<file path="src/rtl/fifo_rv_pkg.sv">
`default_nettype none
// ============================================================================
// fifo_rv_pkg : occupancy-width and circular-pointer helpers for fifo_rv
// Rev 1.0
// ============================================================================
package fifo_rv_pkg;

  function automatic int unsigned cnt_w(input int unsigned depth);
    return $clog2(depth + 1);
  endfunction

  // Wraps at depth-1 explicitly so non-power-of-two depths work.
  function automatic int unsigned next_ptr(input int unsigned ptr, input int unsigned depth);
    return (ptr == depth - 1) ? 0 : ptr + 1;
  endfunction

endpackage
`default_nettype wire

</file>
<file path="src/rtl/fifo_rv_mem.sv">
`default_nettype none
// ============================================================================
// fifo_rv_mem : WIDTH x DEPTH storage, one synchronous write, one async read
// Rev 1.0
// ============================================================================
module fifo_rv_mem #(
  parameter int WIDTH = 8,
  parameter int DEPTH = 7,
  parameter int AW    = 3
) (
  input  logic             clk_i,
  input  logic             we_i,
  input  logic [AW-1:0]    waddr_i,
  input  logic [WIDTH-1:0] wdata_i,
  input  logic [AW-1:0]    raddr_i,
  output logic [WIDTH-1:0] rdata_o
);

  logic [WIDTH-1:0] mem_q [DEPTH];

  always_ff @(posedge clk_i) begin
    if (we_i) begin
      mem_q[waddr_i] <= wdata_i;
    end
  end

  assign rdata_o = mem_q[raddr_i];

endmodule
`default_nettype wire

</file>
<file path="src/rtl/fifo_rv.sv">
`default_nettype none
// ============================================================================
// fifo_rv : single-clock FWFT FIFO, ready/valid, any depth, watermarks.
//           Optional sticky overflow/underflow flags via FIFO_RV_ERR_EN.
// Rev 1.0
// ============================================================================
module fifo_rv
  import fifo_rv_pkg::*;
#(
  parameter int WIDTH    = 8,
  parameter int DEPTH    = 7,
  parameter int AF_LEVEL = 5,
  parameter int AE_LEVEL = 1
) (
  input  logic                      clk_i,
  input  logic                      rst_i,
  input  logic                      flush_i,
  input  logic [WIDTH-1:0]          data_i,
  input  logic                      setData_i,
  output logic                      ready_o,
  output logic [WIDTH-1:0]          data_o,
  output logic                      valid_o,
  input  logic                      getData_i,
  output logic [cnt_w(DEPTH)-1:0]   size_o,
  output logic                      full_o,
  output logic                      empty_o,
  output logic                      almost_full_o,
`ifdef FIFO_RV_ERR_EN
  output logic                      overflow_o,
  output logic                      underflow_o,
`endif
  output logic                      almost_empty_o
);

  localparam int CW = cnt_w(DEPTH);
  localparam int PW = $clog2(DEPTH);

  logic [PW-1:0] wr_ptr_q, wr_ptr_d;
  logic [PW-1:0] rd_ptr_q, rd_ptr_d;
  logic [CW-1:0] size_q, size_d;
  logic          push, pop;

  assign full_o         = (size_q == CW'(DEPTH));
  assign empty_o        = (size_q == '0);
  assign almost_full_o  = (size_q >= CW'(AF_LEVEL));
  assign almost_empty_o = (size_q <= CW'(AE_LEVEL));
  assign ready_o        = ~full_o;
  assign valid_o        = ~empty_o;
  assign size_o         = size_q;

  // Gating with flags (not with the other request) keeps push&pop legal at any level.
  assign push = setData_i & ready_o & ~flush_i;
  assign pop  = getData_i & valid_o & ~flush_i;

  always_comb begin
    wr_ptr_d = wr_ptr_q;
    rd_ptr_d = rd_ptr_q;
    size_d   = size_q;
    if (flush_i) begin
      wr_ptr_d = '0;
      rd_ptr_d = '0;
      size_d   = '0;
    end else begin
      if (push) wr_ptr_d = PW'(next_ptr(32'(wr_ptr_q), DEPTH));
      if (pop)  rd_ptr_d = PW'(next_ptr(32'(rd_ptr_q), DEPTH));
      if (push && !pop)      size_d = size_q + CW'(1);
      else if (pop && !push) size_d = size_q - CW'(1);
    end
  end

  always_ff @(posedge clk_i) begin
    if (rst_i) begin
      wr_ptr_q <= '0;
      rd_ptr_q <= '0;
      size_q   <= '0;
    end else begin
      wr_ptr_q <= wr_ptr_d;
      rd_ptr_q <= rd_ptr_d;
      size_q   <= size_d;
    end
  end

`ifdef FIFO_RV_ERR_EN
  logic overflow_q, underflow_q;

  always_ff @(posedge clk_i) begin
    if (rst_i || flush_i) begin
      overflow_q  <= 1'b0;
      underflow_q <= 1'b0;
    end else begin
      if (setData_i && full_o)   overflow_q  <= 1'b1;
      if (getData_i && empty_o)  underflow_q <= 1'b1;
    end
  end

  assign overflow_o  = overflow_q;
  assign underflow_o = underflow_q;
`endif

  fifo_rv_mem #(
    .WIDTH (WIDTH),
    .DEPTH (DEPTH),
    .AW    (PW)
  ) u_mem (
    .clk_i   (clk_i),
    .we_i    (push & ~rst_i),
    .waddr_i (wr_ptr_q),
    .wdata_i (data_i),
    .raddr_i (rd_ptr_q),
    .rdata_o (data_o)
  );

endmodule
`default_nettype wire

</file>
<file path="config.mk">
export PLATFORM = sky130hd
export DESIGN_NAME = fifo_rv
export DESIGN_NICKNAME = d
export VERILOG_FILES = /design/src/rtl/fifo_rv_pkg.sv /design/src/rtl/fifo_rv_mem.sv /design/src/rtl/fifo_rv.sv
export SDC_FILE = /design/constraint.sdc
export NUM_CORES = 1
export LEC_CHECK = 0
export ABC_AREA = 0
export BUFFER_PORTS_ARGS = -buffer_cell sky130_fd_sc_hd__buf_2
export CAP_MARGIN = 10
export CORE_UTILIZATION = 58
export DETAILED_ROUTE_END_ITERATION = 7
export PLACE_DENSITY_LB_ADDON = 0.08
export SLEW_MARGIN = 20
export SYNTH_ARGS = -nofsm -noshare
export SYNTH_HDL_FRONTEND = slang
export SYNTH_HIERARCHICAL = 1
export SYNTH_SLANG_ARGS = --single-unit
</file>
<file path="constraint.sdc">
create_clock -name clk_i -period 3 [get_ports clk_i]
set_input_delay 0.15 -clock clk_i [delete_from_list [all_inputs] [get_ports clk_i]]
set_output_delay 0.15 -clock clk_i [all_outputs]
set_load 0.03 [all_outputs]
</file>
==> impl_results.md <==
* Grt total ovfl at 0
* Distinct cells, synth at 37
* Initial DRC Count at 98
* Flop2flop setup slack at 560 ps
* Die Wd at 72.9 um
* Clock sink count at 65
* Switching pwr at 411 uW
* Starting Density at 60.9%
* Vias in the first global route at 1697
* Post-CTS resize count at 0
* Worst-Skew Late Latency at 340 ps
* Period minus WS final at 2440 ps
* Tcrit/Tclk final at 81.4%
* Post-Route WL at 5690 um
* Hold_ws at 74.0 ps
* CTS tree: built
* Worst VDD drop at 0.450 mV
* Synthesized-area fraction occupied by adder cells at 2.58%
* Synth Area in Compound Gates at 11.9%
* Fmax at 410 MHz
* CP max FO at 8
* Int Pwr at 1490 uW
* Ys Warns at 6
* Max Cap Viol at 0
* Gate Count Post-Synth at 185
* Hold WC Path Type: in2reg
* Sequential share of the synthesized area at 63.9%
* CTS Buffer Depth at 2
* 1st-pass router iterations at 4
* Critical R2R Capture: u_mem/mem_q[3][3]
* I/O pins at 30
* Layout Cells excl Fill at 295
* Fillers at 369
* Antenna cells at 0
* Syn avg cell area at 15.7 um^2
* M1 wire length at 2560 um
* Net Sw Frac at 21.6%
* Ratio of cells with drive above 1 in the final layout at 33.8%
* CP required at 2970 ps
* RSZ-0062 raised after global routing: no
* Synth Cell Area at 2910 um^2
* Commonest non-fill, non-tap cell in the layout: edfxtp_1
* Total global-route track usage at 24.2%
* Met3 routed WL at 219 um
* Net count after synthesis at 204
* Commonest cells after routing, fill and taps aside: 56 x edfxtp_1, 29 x buf_2, 18 x mux2i_1
* Clock-pin slew on the worst setup and hold paths at 70 ps
* CP Launch Type: flip-flop
* Final hold vios at 0
* GP Congestion at 0.779
* Core footprint at 4790 um^2
* Rows at 25
* WS Path Type: reg2reg
* R2R Path Start: size_o[0]
* Outcome: finished clean
* Clk_skew at 9.10 ps
* Reg power frac at 52.2%
* Worst setup path endpoint: u_mem/mem_q[3][3]
* Root Buffer: clkbuf_8
* Num CTS Buffers at 9
* TNS Setup at 0 ps
* Final Slew Violations at 0
* Setup Buffers After CTS at 0
* CP endpoint kind: flip-flop
* FF+latch count, synth at 65
* Worst Max-Slew Pin Slew at 767 ps
* Initial antenna violation count at 0
* Die area at 5310 um^2
* Cell total after placement at 279
* Die Y at 72.9 um
* # DRC at 0
* Vias at 1702
* Antenna viol nets, final at 0
* HPWL after detailed placement at 4030 um
* Relative slew slack at 48.7%
* WL met2 at 2830 um
* CP startpoint: size_o[0]
* WL/cell at 19.3 um
* Largest net degree at the start of global routing at 16
* Hold_buf cts at 0
* Combinational family with the most area after synthesis: compound AO/OA/AOI/OAI gates
* Simple-Gate Fraction of Synth Area at 7.47%
* First-pass GRT wire length at 8840 um
* Syn-to-layout area delta at 14.3%
* Final setup violating endpoints at 0
* Reg2Reg Depth at 7
* Logic gate share of total power at 6.2%
* CP arrival at 2410 ps
* Clock share of power at 41.7%
* Max Used Layer: met4
* Nets at 242
* Vias per std cell at 5.77
* Leakage dissipation at 0.00113 uW
* Cell area power density at 572 nW/um^2
* H-tree levels at 3
* Xor and xnor area share after synthesis at 0.601%
* IO buf count at 29
* Proportion of synthesized area in mux cells at 10.3%
[how the worst min path moves through the flow]
stage	from	endpoint	slack, ps	cells after the start
2_1_floorplan	data_i[0]	u_mem/mem_q[0][0]	250	0
3_3_place_gp	data_i[0]	u_mem/mem_q[1][0]	430	1
3_5_place_dp	data_i[0]	u_mem/mem_q[1][0]	430	1
4_1_cts	data_i[0]	u_mem/mem_q[4][0]	70	1
5_1_grt	data_i[0]	u_mem/mem_q[3][0]	90	1
6_report	data_i[0]	u_mem/mem_q[0][0]	70	1
[power groups by stage]
stage,logic [uW],clock network (uW),registers (uW)
6_report,118,794,994
3_3_place_gp,115,0,1010
3_5_place_dp,119,0,1010
4_1_cts,119,803,994
5_1_grt,128,833,995
2_1_floorplan,74.7,0,1020
[cells by family (layout without fill, tap and decap cells)]
logic type / Yosys count / after routing
AO/OA/AOI/OAI: 33 / 33
XOR/XNOR: 2 / 2
adder cells (fa/ha/maj): 6 / 6
buffers and inverters: 14 / 57
flip-flops: 65 / 65
multiplexers: 26 / 26
AND/OR/NAND/NOR: 39 / 39
[synth_stat cells (all sizes together)]
cell    number  area (um^2)
a21bo        1         10.0
a21oi        6         30.0
a22oi        1         7.51
a311oi       1         15.0
a41o         1         10.0
and3         1         6.26
buf          5         50.0
clkbuf       3         20.0
dfxtp        9          180
edfxtp      56         1680
ha           6         75.1
inv          6         22.5
mux2         8          120
mux2i       18          180
nand2        3         11.3
nand2b      13         88.8
nand3        1         5.00
nand4b       1         8.76
nor2        12         45.0
nor2b        1         6.26
nor3         3         15.0
nor3b        1         12.5
o211a        1         10.0
o211ai       9          108
o21ai        2         10.0
o221a        1         11.3
o221ai       8          120
o31a         1         8.76
o31ai        1         7.51
or2          2         12.5
or3          1         6.26
xnor2        1         8.76
xor2         1         8.76
[critical path: stages, from the launching register on]
cell,delay [ps]
dfxtp_1,360
ha_1,230
ha_1,220
nor3b_2,190
buf_4,170
nor2b_1,170
nand2_1,110
nor2_1,620
[layer usage]
layer	track usage (%)	vias to the layer above
met5	0	-
met3	5.25	6
li1	-	795
met1	31.5	860
met4	13.9	0
met2	37.7	41
[cell type report]
type | count | area [um^2] | area share [%]
tap | 67 | 83.8 | 2.52
timing repair buffer | 35 | 190 | 5.71
sequential | 65 | 1860 | 55.9
clock buffer | 11 | 131 | 3.95
inverter | 6 | 22.5 | 0.677
clock inverter | 5 | 80.1 | 2.41
multi-input combinational | 106 | 958 | 28.8
[sequential cells by signal (all words and copies together), names as in the netlist]
signal and count:
u_mem/mem_q 56, size_o 3, rd_ptr_q 3, wr_ptr_q 3
[stage by stage]
stage               cell area, um^2  util (%)  worst slack, ps  total power, uW
global route                   3330      69.5              404             1960
global placement               3120      65.1              767             1130
detailed placement             3120      65.1              599             1130
floorplan                      2910         -              289             1090
finish                         3330      69.5              559             1910
CTS                            3330      69.5              575             1920
(Power assumes the default switching activity.)
